$ cat src/rtl/rr_arb_mux.sv
// rr_arb_mux
//
// Selects one of NUM_IN valid/ready producer channels and registers the
// winning beat into a single-entry output stage with its own valid/ready
// handshake. Arbitration is round-robin (MODE 0) or fixed priority with
// channel 0 highest (MODE 1).
//
// Ports:
//   clk        rising-edge clock
//   rst        synchronous, active-high reset
//   in_data    NUM_IN*WIDTH packed channel data, channel i at [i*WIDTH +: WIDTH]
//   in_valid   per-channel valid
//   in_ready   per-channel ready, one-hot or zero, combinational
//   out_data   registered winning data
//   out_sel    registered index of the channel that supplied out_data
//   out_valid  output register holds a beat
//   out_ready  consumer accepts the beat when out_valid & out_ready
module rr_arb_mux #(
    parameter int WIDTH  = 8,
    parameter int NUM_IN = 4,
    parameter int MODE   = 0,
    parameter int SEL_W  = (NUM_IN > 1) ? $clog2(NUM_IN) : 1
) (
    input  logic                    clk,
    input  logic                    rst,
    input  logic [NUM_IN*WIDTH-1:0] in_data,
    input  logic [NUM_IN-1:0]       in_valid,
    output logic [NUM_IN-1:0]       in_ready,
    output logic [WIDTH-1:0]        out_data,
    output logic [SEL_W-1:0]        out_sel,
    output logic                    out_valid,
    input  logic                    out_ready
);

    logic [SEL_W-1:0] ptr_q, ptr_d;
    logic [WIDTH-1:0] out_data_q, out_data_d;
    logic [SEL_W-1:0] out_sel_q, out_sel_d;
    logic             out_valid_q, out_valid_d;

    logic             can_load;
    logic             grant_vld;
    logic [SEL_W-1:0] grant_idx;
    logic [WIDTH-1:0] grant_data;
    logic             xfer;

    // The output register can take a new beat when empty or when its
    // current beat leaves in this same cycle (no bubble on streaming).
    assign can_load = !out_valid_q || out_ready;

    // Grant search. In round-robin mode the scan starts at ptr_q and wraps;
    // in fixed-priority mode it always starts at channel 0.
    always_comb begin
        int idx;
        grant_vld = 1'b0;
        grant_idx = '0;
        idx       = 0;
        for (int k = 0; k < NUM_IN; k++) begin
            idx = (MODE == 0) ? (int'(ptr_q) + k) : k;
            if (idx >= NUM_IN) begin
                idx = idx - NUM_IN;
            end
            if (!grant_vld && in_valid[idx[SEL_W-1:0]]) begin
                grant_vld = 1'b1;
                grant_idx = idx[SEL_W-1:0];
            end
        end
    end

    always_comb begin
        grant_data = '0;
        for (int i = 0; i < NUM_IN; i++) begin
            if (grant_idx == SEL_W'(i)) begin
                grant_data = in_data[i*WIDTH +: WIDTH];
            end
        end
    end

    assign xfer = can_load && grant_vld;

    always_comb begin
        in_ready = '0;
        if (xfer) begin
            in_ready[grant_idx] = 1'b1;
        end
    end

    // Next-state for the output stage and the round-robin pointer.
    // The pointer moves only on a transfer, never on idle or stalled cycles.
    always_comb begin
        ptr_d       = ptr_q;
        out_data_d  = out_data_q;
        out_sel_d   = out_sel_q;
        out_valid_d = out_valid_q;
        if (xfer) begin
            out_data_d  = grant_data;
            out_sel_d   = grant_idx;
            out_valid_d = 1'b1;
            if (MODE == 0) begin
                if (grant_idx == SEL_W'(NUM_IN - 1)) begin
                    ptr_d = '0;
                end else begin
                    ptr_d = grant_idx + SEL_W'(1);
                end
            end
        end else if (out_ready) begin
            out_valid_d = 1'b0;
        end
    end

    // ---- output register stage ----
    // Reset wins over a simultaneous transfer; a beat offered in the reset
    // cycle is discarded.
    always_ff @(posedge clk) begin
        if (rst) begin
            ptr_q       <= '0;
            out_data_q  <= '0;
            out_sel_q   <= '0;
            out_valid_q <= 1'b0;
        end else begin
            ptr_q       <= ptr_d;
            out_data_q  <= out_data_d;
            out_sel_q   <= out_sel_d;
            out_valid_q <= out_valid_d;
        end
    end

    assign out_data  = out_data_q;
    assign out_sel   = out_sel_q;
    assign out_valid = out_valid_q;

endmodule
$ cat config.mk
export PLATFORM = sky130hd
export DESIGN_NAME = rr_arb_mux
export DESIGN_NICKNAME = d
export VERILOG_FILES = /design/src/rtl/rr_arb_mux.sv
export SDC_FILE = /design/constraint.sdc
export NUM_CORES = 1
export LEC_CHECK = 0
export CORE_MARGIN = 4
export CORE_UTILIZATION = 37
export DETAILED_ROUTE_END_ITERATION = 8
export PLACE_DENSITY_LB_ADDON = 0.12
export SKIP_CTS_REPAIR_TIMING = 1
export SLEW_MARGIN = 5
export SYNTH_ARGS = -nofsm -noshare
export SYNTH_HDL_FRONTEND = slang
export SYNTH_SLANG_ARGS = --single-unit
$ cat constraint.sdc
create_clock -name clk -period 3.7 [get_ports clk]
set_input_delay 0.925 -clock clk [delete_from_list [all_inputs] [get_ports clk]]
set_output_delay 0.925 -clock clk [all_outputs]
set_load 0.1 [all_outputs]
==> Word level (Yosys, flattened, before mapping) <==
Index checks and enable logic that the tools add are counted.
{ "word_totals": {"register_bits": 13, "latch_bits": 0, "mem_bits_rw": 0, "romBits": 0, "wordCells": 67, "n_memories": 0} }
{ "op_classes": {"add_sub_neg": 8, "n_mul": 0, "n_div": 0, "n_lt_le_gt_ge": 10, "eq_ne": 3, "shifts": 0, "n_mux": 30, "n_bitwise": 0, "n_reduce_logical": 12} }
{ "ops": {"columns": ["op", "count"], "rows": [
  ["2-to-1 mux 8 bit", 4],
  ["2-to-1 mux 2 bit", 9],
  ["< comparator 2 x 3 -> 1 bit (second input constant)", 5],
  ["2-to-1 mux 1 bit", 11],
  [">= comparator 3 bit (second input constant)", 3],
  ["binary-select mux 1 bit (select 2 bit)", 4],
  ["subtractor 2 x 1 -> 2 bit (second input constant)", 4],
  ["adder 2 x 2 -> 3 bit (second input constant)", 2],
  ["logical AND 1 bit", 5],
  ["== test 2 bit (second input constant)", 2],
  ["logical NOT 1 bit", 4],
  ["2-to-1 mux 4 bit", 1],
  ["adder 2 x 1 -> 3 bit (second input constant)", 1],
  [">= comparator 2 x 3 -> 1 bit (second input constant)", 1],
  ["adder 2 x 1 -> 2 bit (second input constant)", 1],
  ["demux 1 bit (select 2 bit)", 1],
  ["== test 2 x 1 -> 1 bit (second input constant)", 1],
  [">= comparator 2 x 1 -> 1 bit (second input constant)", 1],
  ["logical NOT 2 bit", 1],
  ["nonzero test 2 bit", 1],
  ["logical OR 1 bit", 1]
]} }

==> Depth between registers and ports, before layout <==
{ "depth": {"word_depth": 19, "mapped_depth": 11, "ltp_nobuf": 9} }

==> Worst setup path after synthesis <==
OpenSTA, ideal clock, no wires.
{ "synth_path": {"path_kind": "input-to-output", "start": "in in_valid[2]", "end": "out in_ready[3]", "arrival_ps": 3138, "setup_slack_ps": -363, "path_stages": 8, "n_path_buf": 2, "cell_sequence": "mux2i_1 -> nor2_1 -> or2_2 -> nor3_1 -> ha_1 -> clkbuf_1 -> clkbuf_1 -> and3_1"} }
{ "synth_via": {"elab_chain_cells": 17, "word_cells_on_any_way": 29} }
{ "synth_rtl": {"columns": ["item", "line", "source"], "rows": [
  ["start: declaration", "27", "input logic [NUM_IN-1:0] in_valid,"],
  ["binary-select mux 1 bit (select 2 bit)", "62", "if (!grant_vld && in_valid[idx[SEL_W-1:0]]) begin"],
  ["2-to-1 mux 1 bit (implied by the code)", "62", null],
  ["2-to-1 mux 1 bit", "62", null],
  ["logical NOT 1 bit", "62", null],
  ["logical AND 1 bit", "62", null],
  ["2-to-1 mux 1 bit", "62", null],
  ["logical NOT 1 bit", "62", null],
  ["logical AND 1 bit", "62", null],
  ["(+2 left out)", null, null],
  ["logical AND 1 bit", "62", null],
  ["2-to-1 mux 2 bit *", "62", null],
  ["via grant_idx[0]", "42", "logic [SEL_W-1:0] grant_idx;"],
  ["< comparator 2 x 3 -> 1 bit (implied by the code) or >= comparator 2 x 1 -> 1 bit (tied branches)", "83", "in_ready[grant_idx] = 1'b1;"],
  ["logical AND 1 bit (implied by the code)", "83", null],
  ["2-to-1 mux 1 bit (implied by the code)", "83", null],
  ["demux 1 bit (select 2 bit) *", "83", null],
  ["2-to-1 mux 4 bit *", "82", "if (xfer) begin"],
  ["end: declaration", "28", "output logic [NUM_IN-1:0] in_ready,"]
]} }
Mark *: on every way through the listed nets, which the timed path passes. The rest lies on a longest branch. The select of a mux whose other input is x is not followed.

==> Final worst setup path <==
Ends and elaborated chain as after synthesis.

==> results.md <==
Critical path:
- The worst setup path is of the in2out kind.
- The launch instance of the worst register-to-register path is ptr_q[1].
- The arrival time at the worst endpoint is 2.67 ns.
- The signal on the critical path passes through clkdlybuf4s50_1 -> mux2i_1 -> nor2_1 -> or2_2 -> nor3_4 -> ha_2 -> and3_2 -> buf_12.
- Along the worst path, the maximum fanout reaches 3.
- Data on the critical path is required at its endpoint by 2.77 ns.
- The reg2reg setup slack is 1.24 ns.
- The worst register-to-register path has a depth of 10.
- For this run, the slowest stage of the critical path takes 0.45 ns.
- For this design, the slowest cell found on the critical path is clkdlybuf4s50_1.
- The type of destination of the critical path is an output port.
- STA classifies the critical path startpoint as a primary input.
- The worst register-to-register path ends at out_data[3].

Drt:
- The total wirelength of the detailed-routed design is 3030 µm.
- After detailed routing, the number of remaining DRC violations is 0.
- The number of detailed-route iterations in the first pass is 4.
- Dividing the detail-routed wire length by the instance count gives 14.8 µm.
- The detail route stage leaves a number of antenna-violating nets equal to 0.
- The total via count in the routed design is 1109.
- The initial DRC count is 24.
- The number of vias per cell is 5.41.

Die:
- Measured along the y axis, the die boundary spans 57.6 µm.
- The core footprint is 2280 µm².
- The die outline width is 57.6 µm.
- The number of top-level pins is 54.
- The number of standard-cell rows in the floorplan is 17.
- The initial utilization of the core area, before any placement, comes to 0.400.
- The die covers 3320 µm².

Synthesis:
- The number of flops mapped to enable cells by yosys is 0.
- The cell type with the highest aggregate area in the netlist is dfxtp_1.
- The multiplexer share of the synthesized area is 0.0110.
- By area, the combinational part of the netlist is dominated by simple AND/OR/NAND/NOR gates.
- Among all flip-flop cells after synthesis, the most frequent one is dfxtp_1.
- The sequential share of the synthesized area is 0.286.
- The synthesized area is 910 µm².
- For this run, asynchronously set or reset flops after synthesis account for 0.
- The warning count from the yosys run is 0.
- Synthesis produced a netlist with a net count of 161.
- The simple-gate portion of the synthesized area is 0.290.
- The share of the synthesized area in compound gates (AO/OA/AOI/OAI) is 0.261.
- After synthesis, the cell types taking the most area are dfxtp_1, nand3b_1, a221oi_1.
- The unique cell type count in the Yosys netlist is 27.
- Of the total synthesized cell area, the portion taken by XOR and XNOR cells is 0.
- The average instance in the mapped netlist occupies 7.71 µm².
- Of the total synthesized cell area, the portion taken by full adders, half adders and majority gates is 0.0550.
- The register bit count reported by yosys is 13.
- The cell count after synthesis is 118.
- The fraction of synthesized cell area taken by the top area cell type is 0.286.
- The commonest cells after synthesis are a21oi_1, dfxtp_1, nor2_1.

Clock network:
- In this run the number of H-tree levels came out at 1.
- Buffers inserted during clock tree synthesis total 3.
- The clock-pin slew of the registers on the worst-case setup and hold paths is 0.07 ns.
- The TritonCTS clock tree is built.
- The clock tree root driver cell is clkbuf_4.
- The buffer levels on the longest clock path is 2.
- The tree built by TritonCTS fans out to 13 sinks.
- The clock reaches the later pin of the worst-skew pair after 0.27 ns.

Power:
- The power per standard cell area is 471 nW/µm².
- After layout, the design draws a total of 0.759 mW.
- VDD sags by at most 0.277 mV.
- The reported leakage power is 0.666 nW.

Timing:
- Setup repair after global routing left no endpoint under its margin.
- The number of failing hold endpoints at the final stage is 0.
- In the finished design, the share of the clock period the worst path needs comes to 0.971.
- The final max-slew violation count is 0.
- Setup violations remaining at the end of the flow were counted as 0.
- For the finished layout, the period the worst path requires is 3.59 ns.
- The minimum setup slack in the final design is 0.108 ns.
- The timing-limited maximum frequency is 278 MHz.
- The clock arrives with 0.00379 ns of skew.
- The measured slew at the worst slew-check pin is 0.984 ns.
- The relative slew slack is 0.342.

Layout:
- The antenna diode count is 0.
- The final net count is 221.
- The layout-stage area growth over the synthesis result is 77.3%.
- Counting the fill cells in the layout gives 190.
- The proportion of layout cells with a drive suffix above 1 is 0.181.
- The final standard cell count with taps included and fillers excluded is 205.

Place:
- The count of input and output buffers is 53.
- Routability-driven placement finished with a final weighted congestion of 0.783.
- Once placement completed, the tool counted placed cells totaling 201.
- The worst setup slack before clock tree synthesis is -0.0694 ns.
- Detailed placement finished with a half-perimeter wire length of 2360 µm.

GRT:
- The maximum number of pins on one net before global-route repair is 17.
- Summed over all layers, the global routing overflow is 0.
- Across every metal layer, demand over resource in global routing totals 0.186.
- The global-route wire length before repair is 4840 µm.
- The number of antenna violations at the first check in global routing is 0.
- The number of global-route vias before repair was 1079.

Hold path:
- The startpoint of the lowest-slack hold path is out_data[7].
- In this run the worst hold path is classified as reg2reg.
- The path with the worst hold slack has its endpoint at out_data[7].
- The worst hold path depth is 2.

Job:
- Across the run, the number of max-cap violations was 0.

Run status:
- The run finished with clean final reports.
==> cells by family after synthesis <==
logic type | count (synthesis)
and+or+nand+nor | 47
AOI/OAI and AO/OA | 34
buffers and inverters | 19
DFF | 13
adders and majority gates | 4
muxes | 1
==> worst max path at each step <==
stage,to,startpoint,cells past startpoint
CTS,in_ready[3],in_valid[0],8
finish,in_ready[3],in_valid[2],8
global placement,in_ready[3],in_valid[3],8
global route,in_ready[1],in_valid[3],8
floorplan,in_ready[3],in_valid[2],8
detailed placement,in_ready[3],in_valid[0],8
==> state kept, by name, indices dropped and copies added (netlist names) <==
signal / count
out_sel: 2
out_data: 8
out_valid: 1
ptr_q: 2
==> report_power, final <==
group          switching [mW]  internal [mW]  leakage, nW
clock network          0.0425         0.0417       0.0150
registers              0.0150          0.162        0.108
logic                   0.314          0.184        0.543
==> critical path: cells and delay by family <==
kind	cells	cell delay [ns]
adder cells (fa/ha/maj)	1	0.21
buffers and inverters	2	0.62
multiplexers	1	0.17
AND/OR/NAND/NOR	4	0.73
==> layout make-up <==
type	count	area, µm²	area share
timing repair buffer	64	658	0.408
multi-input combinational	86	596	0.369
sequential	13	260	0.161
inverter	10	37.5	0.0233
tap	28	35.0	0.0217
clock buffer	4	26.3	0.0163
==> layer usage <==
metal | vias to the layer above | global-route usage | routed length, µm
li1 | 557 | - | -
met1 | 494 | 0.227 | 1330
met2 | 48 | 0.303 | 1400
met3 | 10 | 0.0475 | 219
met4 | 0 | 0.0894 | 85
met5 | - | 0 | 0
==> cells in the final DEF (no fill, tap or decap), types with 2 or more instances in the layout <==
cell / Yosys / layout
nand2b_1: 3 / 3
and3_2: 0 / 4
a221oi_1: 8 / 8
dfxtp_1: 13 / 13
a211oi_1: 8 / 8
nand3b_1: 10 / 10
a21oi_1: 13 / 13
nand2_2: 1 / 2
clkdlybuf4s50_1: 0 / 47
buf_4: 0 / 11
clkbuf_4: 0 / 3
dlymetal6s2s_1: 0 / 2
nor2_1: 11 / 11
inv_1: 10 / 10
ha_1: 4 / 3
nand2_1: 4 / 3
nor3_1: 10 / 9
buf_12: 0 / 4
==> stage by stage <==
| step | hold WS (ns) | util | area (µm²) | setup TNS [ns] |
|---|---|---|---|---|
| 2_1_floorplan | 0.495 | - | 915 | -0.0872 |
| 3_3_place_gp | 0.473 | 0.682 | 1550 | 0 |
| 3_5_place_dp | 0.481 | 0.682 | 1550 | -0.133 |
| 4_1_cts | 0.495 | 0.694 | 1580 | -0.147 |
| 5_1_grt | 0.516 | 0.709 | 1610 | 0 |
| 6_report | 0.495 | 0.709 | 1610 | 0 |
(Power assumes the default switching activity.)
